<file path="config.mk">
export PLATFORM = sky130hd
export DESIGN_NAME = hm2_bus_arbiter
export DESIGN_NICKNAME = d
export VERILOG_FILES = /design/src/rtl/hm2_arb_pkg.sv /design/src/rtl/rr_arb2.sv /design/src/rtl/hm2_bus_arbiter.sv
export SDC_FILE = /design/constraint.sdc
export NUM_CORES = 1
export LEC_CHECK = 0
export BUFFER_PORTS_ARGS = -buffer_cell sky130_fd_sc_hd__buf_4
export CAP_MARGIN = 0
export CORE_ASPECT_RATIO = 0.6
export CORE_UTILIZATION = 52
export CTS_BUF_LIST = sky130_fd_sc_hd__clkbuf_2 sky130_fd_sc_hd__clkbuf_4 sky130_fd_sc_hd__clkbuf_8
export CTS_CLUSTER_DIAMETER = 120
export DETAILED_ROUTE_END_ITERATION = 8
export PLACE_DENSITY = 0.94
export SYNTH_ARGS = -nofsm -noshare
export SYNTH_HDL_FRONTEND = slang
export SYNTH_SLANG_ARGS = --single-unit
</file>
<file path="constraint.sdc">
create_clock -name clk -period 3.6 [get_ports clk]
set_input_delay 0.36 -clock clk [delete_from_list [all_inputs] [get_ports clk]]
set_output_delay 0.36 -clock clk [all_outputs]
set_load 0.02 [all_outputs]
</file>
<file path="src/rtl/hm2_arb_pkg.sv">
`default_nettype none
// ============================================================================
// hm2_arb_pkg : shared widths and state type for the HostMot2 bus arbiter
// Revision    : 1.0
// ============================================================================
package hm2_arb_pkg;
  localparam int BoardBusWidth  = 32;
  localparam int BoardAddrWidth = 16;
  localparam int NumMasters     = 2;
  localparam int CntWidth       = 4;

  typedef enum logic [1:0] {
    IDLE  = 2'd0,
    ISSUE = 2'd1,
    RWAIT = 2'd2,
    RESP  = 2'd3
  } arb_state_t;
endpackage
`default_nettype wire

</file>
<file path="src/rtl/rr_arb2.sv">
`default_nettype none
// ============================================================================
// rr_arb2  : two-way round-robin grant; on a tie the master not granted last wins
// Revision : 1.0
// ============================================================================
module rr_arb2 (
  input  logic       clk,
  input  logic       rst_n,
  input  logic       en,
  input  logic [1:0] req,
  output logic [1:0] gnt
);
  logic last_q;
  logic last_d;

  always_comb begin
    gnt = 2'b00;
    if (en) begin
      case (req)
        2'b01:   gnt = 2'b01;
        2'b10:   gnt = 2'b10;
        2'b11:   gnt = last_q ? 2'b01 : 2'b10;
        default: gnt = 2'b00;
      endcase
    end
    // Any grant, contended or not, becomes the new reference for fairness.
    last_d = last_q;
    if (gnt != 2'b00) last_d = gnt[1];
  end

  always_ff @(posedge clk or negedge rst_n) begin
    if (!rst_n) last_q <= 1'b1;
    else        last_q <= last_d;
  end
endmodule
`default_nettype wire

</file>
<file path="src/rtl/hm2_bus_arbiter.sv">
`default_nettype none
// ============================================================================
// hm2_bus_arbiter : shares the HostMot2 register bus between two Avalon-MM masters
// Revision        : 1.0
// ============================================================================
module hm2_bus_arbiter
  import hm2_arb_pkg::*;
#(
  parameter int BusWidth    = BoardBusWidth,
  parameter int AddrWidth   = BoardAddrWidth,
  parameter int ReadLatency = 2
) (
  input  logic                            clk,
  input  logic                            reset_n,
  input  logic [NumMasters*AddrWidth-1:0] m_addr,
  input  logic [NumMasters-1:0]           m_read,
  input  logic [NumMasters-1:0]           m_write,
  input  logic [NumMasters*BusWidth-1:0]  m_wdata,
  output logic [NumMasters-1:0]           m_waitrequest,
  output logic [NumMasters*BusWidth-1:0]  m_rdata,
  output logic [NumMasters-1:0]           m_rdatavalid,
  output logic [AddrWidth-1:0]            hm2_addr,
  output logic                            hm2_read,
  output logic                            hm2_write,
  output logic [BusWidth-1:0]             hm2_wdata,
  input  logic [BusWidth-1:0]             hm2_rdata,
  output logic [NumMasters-1:0]           proto_err
);
  localparam logic [CntWidth-1:0] LatLoad = CntWidth'(ReadLatency - 1);

  logic [NumMasters-1:0] cmd;
  logic [NumMasters-1:0] accept;

  arb_state_t                   state_q,    state_d;
  logic [AddrWidth-1:0]         addr_q,     addr_d;
  logic [BusWidth-1:0]          wdata_q,    wdata_d;
  logic                         write_op_q, write_op_d;
  logic                         owner_q,    owner_d;
  logic [CntWidth-1:0]          cnt_q,      cnt_d;
  logic                         read_q,     read_d;
  logic                         write_q,    write_d;
  logic [NumMasters*BusWidth-1:0] rdata_q,  rdata_d;
  logic [NumMasters-1:0]        rdvalid_q,  rdvalid_d;
  logic [NumMasters-1:0]        perr_q,     perr_d;

  assign cmd = m_read | m_write;

  rr_arb2 u_rr (
    .clk   (clk),
    .rst_n (reset_n),
    .en    (state_q == IDLE),
    .req   (cmd),
    .gnt   (accept)
  );

  assign m_waitrequest = cmd & ~accept;

  always_comb begin
    state_d    = state_q;
    addr_d     = addr_q;
    wdata_d    = wdata_q;
    write_op_d = write_op_q;
    owner_d    = owner_q;
    cnt_d      = cnt_q;
    read_d     = 1'b0;
    write_d    = 1'b0;
    rdata_d    = rdata_q;
    rdvalid_d  = '0;
    // Read+write together is served as a write and flagged permanently.
    perr_d     = perr_q | (accept & m_read & m_write);
    case (state_q)
      IDLE: begin
        if (accept != '0) begin
          owner_d    = accept[1];
          addr_d     = accept[1] ? m_addr[2*AddrWidth-1:AddrWidth] : m_addr[AddrWidth-1:0];
          wdata_d    = accept[1] ? m_wdata[2*BusWidth-1:BusWidth]  : m_wdata[BusWidth-1:0];
          write_op_d = accept[1] ? m_write[1] : m_write[0];
          write_d    = write_op_d;
          read_d     = ~write_op_d;
          state_d    = ISSUE;
        end
      end
      ISSUE: begin
        if (write_op_q) begin
          state_d = IDLE;
        end else begin
          cnt_d   = LatLoad;
          state_d = (ReadLatency == 1) ? RESP : RWAIT;
        end
      end
      RWAIT: begin
        cnt_d = cnt_q - 1'b1;
        if (cnt_q == 1) state_d = RESP;
      end
      RESP: begin
        if (owner_q) rdata_d[2*BusWidth-1:BusWidth] = hm2_rdata;
        else         rdata_d[BusWidth-1:0]          = hm2_rdata;
        rdvalid_d[owner_q] = 1'b1;
        state_d            = IDLE;
      end
      default: state_d = IDLE;
    endcase
  end

  always_ff @(posedge clk or negedge reset_n) begin
    if (!reset_n) begin
      state_q    <= IDLE;
      addr_q     <= '0;
      wdata_q    <= '0;
      write_op_q <= 1'b0;
      owner_q    <= 1'b0;
      cnt_q      <= '0;
      read_q     <= 1'b0;
      write_q    <= 1'b0;
      rdata_q    <= '0;
      rdvalid_q  <= '0;
      perr_q     <= '0;
    end else begin
      state_q    <= state_d;
      addr_q     <= addr_d;
      wdata_q    <= wdata_d;
      write_op_q <= write_op_d;
      owner_q    <= owner_d;
      cnt_q      <= cnt_d;
      read_q     <= read_d;
      write_q    <= write_d;
      rdata_q    <= rdata_d;
      rdvalid_q  <= rdvalid_d;
      perr_q     <= perr_d;
    end
  end

  assign hm2_addr     = addr_q;
  assign hm2_wdata    = wdata_q;
  assign hm2_read     = read_q;
  assign hm2_write    = write_q;
  assign m_rdata      = rdata_q;
  assign m_rdatavalid = rdvalid_q;
  assign proto_err    = perr_q;
endmodule
`default_nettype wire
</file>
== After elaboration in Yosys (flattened, before gate mapping) ==
Index checks and enable logic that the tools add are counted.

* Flip-flop bits (word level): 127
* Bits of input ports: 134
* Output and inout bits: 120
* Word-level logic and storage cells: 62

* Add/sub/neg operators: 1
* Magnitude comparators: 2
* Equality and inequality tests: 10
* Muxes and demuxes: 19
* Bitwise operators: 8
* Reductions and logical operators: 9

{| class="wikitable"
|+ Operators by type and width
! kind !! number
|-
| $mux 32 || 1
|-
| $mux 16 || 1
|-
| $mux 2 || 6
|-
| $reduce_and 2->1 || 5
|-
| $eq 2x2->1 const B || 4
|-
| $pmux 2 s4 || 1
|-
| $pmux 4 s2 || 1
|-
| $and 2x2->2 || 3
|-
| $mux 1 || 6
|-
| $ne 2x2->1 const B || 3
|-
| $pmux 2 s3 || 1
|-
| $eq 2x1->1 const B || 2
|-
| $eq 4x1->1 const B || 1
|-
| $mux 4 || 1
|-
| $or 2x2->2 || 2
|-
| $reduce_bool 2->1 || 2
|-
| $sub 4x1->4 const B || 1
|-
| $logic_not 2->1 || 1
|-
| $lt 1x2->1 const B || 1
|-
| $not 1->1 || 2
|-
| $not 2->2 || 1
|-
| $demux 1 s1 || 1
|-
| $ge 1x1->1 const B || 1
|-
| $logic_and 1x1->1 || 1
|}

== Longest topological paths before layout ==
* Depth in word-level cells: 8
* Depth in mapped cells: 6
* Gate-level depth less buffers: 4

== By module ==
Synthesis repeated with hierarchy kept, for this count alone.

* Cell total of the unflattened synthesis: 354
* Area total of the unflattened synthesis: 5734.2 um^2

{| class="wikitable"
|+ By module, submodules not included
! module !! times used !! cells an instance !! area an instance (um^2)
|-
| hm2_bus_arbiter || 1 || 346 || 5671.7
|-
| rr_arb2 || 1 || 8 || 62.6
|}

== Worst setup path before layout ==
No wires, ideal clock.

* Path type: input to register
* Start point: in m_write[0]
* End point: reg read_q, in the netlist hm2_read
* Setup time: 0.119 ns
* Arrival time: 1.418 ns
* Required time: 3.481 ns
* Setup slack: 2.063 ns
* Stages: 5
* Path buffers: 2
* Cell sequence: buf_6 -> or4_4 -> buf_6 -> nand2_4 -> o21ba_1

* Longest elaborated chain between the ends: 8
* Elaborated cells between the ends (all ways): 11
* Those cells by class: 3 x eq/ne; 5 x mux; 2 x bitwise; 1 x reduce/logical

{| class="wikitable"
|+ Ends and longest elaborated chain
! element !! RTL line !! source
|-
| start: declaration || hm2_bus_arbiter.sv:17 || <nowiki>input logic [NumMasters-1:0] m_write,</nowiki>
|-
| $or 2x2->2 || hm2_bus_arbiter.sv:46 || <nowiki>assign cmd = m_read | m_write;</nowiki>
|-
| $eq 2x2->1 or $eq 2x1->1 (tied branches) || rr_arb2.sv:19 || <nowiki>case (req)</nowiki>
|-
| $pmux 2 s3 || rr_arb2.sv:19 ||
|-
| $mux 2 || rr_arb2.sv:18 || <nowiki>if (en) begin</nowiki>
|-
| $mux 1 || hm2_bus_arbiter.sv:77 || <nowiki>write_op_d = accept[1] ? m_write[1] : m_write[0];</nowiki>
|-
| $not 1->1 || hm2_bus_arbiter.sv:79 || <nowiki>read_d = ~write_op_d;</nowiki>
|-
| $mux 1 (*) || hm2_bus_arbiter.sv:73 || <nowiki>if (accept != '0) begin</nowiki>
|-
| $mux 1 (*) || hm2_bus_arbiter.sv:71 || <nowiki>case (state_q)</nowiki>
|-
| via read_d || hm2_bus_arbiter.sv:40 || <nowiki>logic read_q, read_d;</nowiki>
|-
| end signal: assignment || hm2_bus_arbiter.sv:125 || <nowiki>read_q <= read_d;</nowiki>
|-
| end: declaration || hm2_bus_arbiter.sv:40 ||
|}

Mark *: on every way through the listed nets, which the timed path passes. The rest lies on a longest branch.
A chain may end at the register's enable or synchronous reset.

==> impl_metrics.tcl <==
set metrics [dict create \
    synth_edf_count 0 \
    grt_pass1_vias 4453 \
    p_comb_share_pct 49.9 \
    cts_buffer_depth 2 \
    fin_cells 763 \
    grt_usage_pct 28.5 \
    swShare_pct 39.3 \
    timing.max_cap.violations 0 \
    grt_pass1_wl_um 23200 \
    startpoint_type "flop" \
    cpPeakStageDelay_ns 0.55 \
    dp_hpwl_um 10700 \
    htreeDepth 4 \
    post_dp_cell_area_sq_mm 0.00725 \
    core_sq_mm 0.00988 \
    holdBufCountCts 0 \
    fin_area_sq_mm 0.00763 \
    clock-root-buffer "clkbuf_8" \
    pwr-share-clk_pct 15.7 \
    tns_ns 0 \
    placed_cells 732 \
    netSwitchingPower_uw 2960 \
    final_cell_mix "258 x buf_4, 126 x dfrtp_1, 48 x a221o_1" \
    power_density_mw_per_mm2 989 \
    gp_congestion 0.848 \
    end_kind "primary output" \
    wl_per_cell_um 19.6 \
    die_h_um 80.2 \
    synth_cell_types 42 \
    critical_path_class "reg -> out" \
    post-route-min-period_ns 2.45 \
    ios 254 \
    syn-cell-area_sq_mm 0.00531 \
    initial_core_util_pct 53.7 \
    cts.repair.resized 0 \
    clk_latency_ns 0.41 \
    via_per_inst 5.65 \
    ys_seq_area_share_pct 59.9 \
    detail-route-antenna-nets 0 \
    final-hold-violation-count 0 \
    drive_above_1_share_pct 55.1 \
    post_cts_buffers 0 \
    run_status "finished, final reports clean" \
    p_int_uw 4580 \
    cts_sinks 127 \
    crit_chain "nor2_4 -> buf_4 -> o21a_1 -> nor2_1 -> buf_4" \
    finalMaxSlewViolations 0 \
    layout.cells.most_common "buf_4" \
    die_w_um 132 \
    crit_required_ns 3.24 \
    final-setup-viol-count 0 \
    slew-limit-headroom_pct 31.1 \
    first_iter_violations 323 \
    grt_overflow 0 \
    nFillCells 629 \
    worstMarginPinSlew_ns 1.03 \
    drtPass1Iterations 4 \
    rsz0062_at_grt "no" \
    async_flop_share_pct 100 \
    yosys_warnings 0 \
    rows 28 \
    max_freq_mhz 408 \
    yosys.area.top_type_share_pct 59.4 \
    drt-total-wl_um 15000 \
    fin_skew_ns 0.00974 \
    synth_area_leaders "dfrtp_1 59%, a221o_1 9.1%, mux2_2 7.6%, mux2_1 5.9%, a21boi_1 5.4%" \
    min_path_type "in -> async" \
    worstPathMaxFanout 52 \
    finalCritPeriodShare_pct 68.0 \
    p_seq_share_pct 34.4 \
    peakVddDrop_uv 575 \
    final_nets 752 \
    syn_nets 504 \
    diodes 0 \
    avgSynthCellArea_sq_um 14.4 \
    leakagePower_uw 0.00370 \
    area_delta_synth_final_pct 43.8 \
    clkSlewWorstSetupHoldPaths_ns 0.08 \
    antenna_found_initial 0 \
    crit_path_frequent_cell "buf_4" \
    synth_seq_cells 127 \
    vias 4313 \
    grt_max_degree 70 \
    cts_buffers 17 \
    critPathSlowestCell "buf_4" \
    synth_area_leader_cell "dfrtp_1" \
    ys.flop_type "dfrtp_1" \
    die_area_sq_mm 0.0106 \
    port-buffer-count 253 \
    hold_ws_ns 0.0578 \
    postSynthCellCount 368 \
    arrival_ns 2.09 \
    drc 0 \
    cts_tree "built" \
]
[path summary, 6_finish.rpt]
| path | cells after the start | slack (ns) | endpoint | from |
|---|---|---|---|---|
| setup reg to reg | 4 | 1.47 | hm2_wdata[7] | flop |
| hold reg to reg | 1 | 0.49 | proto_err[0] | proto_err[0] |
| min in group clk | 2 | 0.17 | hm2_wdata[18] | m_wdata[18] |
| max in group asynchronous | 2 | 2.58 | m_rdata[60] | reset_n |
| hold / removal | 1 | 0.06 | hm2_addr[6] | reset_n |
| setup / recovery | 5 | 1.15 | m_waitrequest[0] | flop |
[state kept, by name (all words and copies together) (netlist names), 2 cells and up, named ones only]
register and cells:
cnt_q 4, m_rdata 64, proto_err 2, hm2_wdata 32, hm2_addr 16, m_rdatavalid 2
[cells by family after synthesis]
kind of cell    Yosys count  share of synthesized area [%]
buf+inv                  34                           3.66
simple gates             24                           2.74
mux                      64                           13.6
compound gates          116                           19.5
xor+xnor                  1                          0.165
flops                   127                           59.9
fa+ha+maj                 2                          0.472
[worst max-delay path, delay by kind of cell, from the launching register on]
kind / cells / cell delay, ns
and+or+nand+nor: 2 / 0.21
AOI/OAI and AO/OA: 1 / 0.23
buffers and inverters: 2 / 0.70
DFF: 1 / 0.53
[metal layers]
metal / global-route usage [%] / share of wire, % / vias to the layer above
met4: 13.7 / 2.4 / 0
met5: 0 / 0 / -
li1: - / - / 1910
met2: 47.5 / 50 / 198
met3: 6.31 / 5.6 / 36
met1: 36.0 / 42 / 2169
[power by group through the flow]
stage | Clock [uW] | Sequential, uW | Combinational, uW
2_1_floorplan | 0 | 3310 | 1440
3_3_place_gp | 0 | 2540 | 3630
3_5_place_dp | 0 | 2600 | 3770
4_1_cts | 1210 | 2590 | 3780
5_1_grt | 1280 | 2670 | 3980
6_report | 1180 | 2600 | 3760
[cell usage after synthesis, types with 2 or more instances]
master      n
a21oi_1     5
mux2_1     28
a21boi_1   38
mux2_2     36
inv_1       5
o21a_1      2
ha_1        2
clkbuf_1    5
nand2_1     2
buf_6       6
dfrtp_1   126
buf_2      17
nor2_1      8
a21boi_2   10
nand3_1     2
a31o_2      2
a21o_1      2
a221o_1    48
[through the flow]
stage	total power, uW	setup WS (ns)	util, %
after CTS	7580	1.17	77.2
after global routing	7940	1.05	77.2
after detailed placement	6370	1.45	73.4
after global placement	6170	1.53	73.4
final	7540	1.15	77.2
after floorplan	4750	2.06	-
[layout make-up]
type | instances | area, sq um | share of cell area, %
clock buffer | 19 | 262 | 3.43
inverter | 5 | 18.8 | 0.246
multi-input combinational | 207 | 1940 | 25.5
tap | 135 | 169 | 2.21
clock inverter | 12 | 119 | 1.56
timing repair buffer | 258 | 1940 | 25.4
sequential | 127 | 3180 | 41.7
Note: power is estimated with default switching activity, not from simulation.
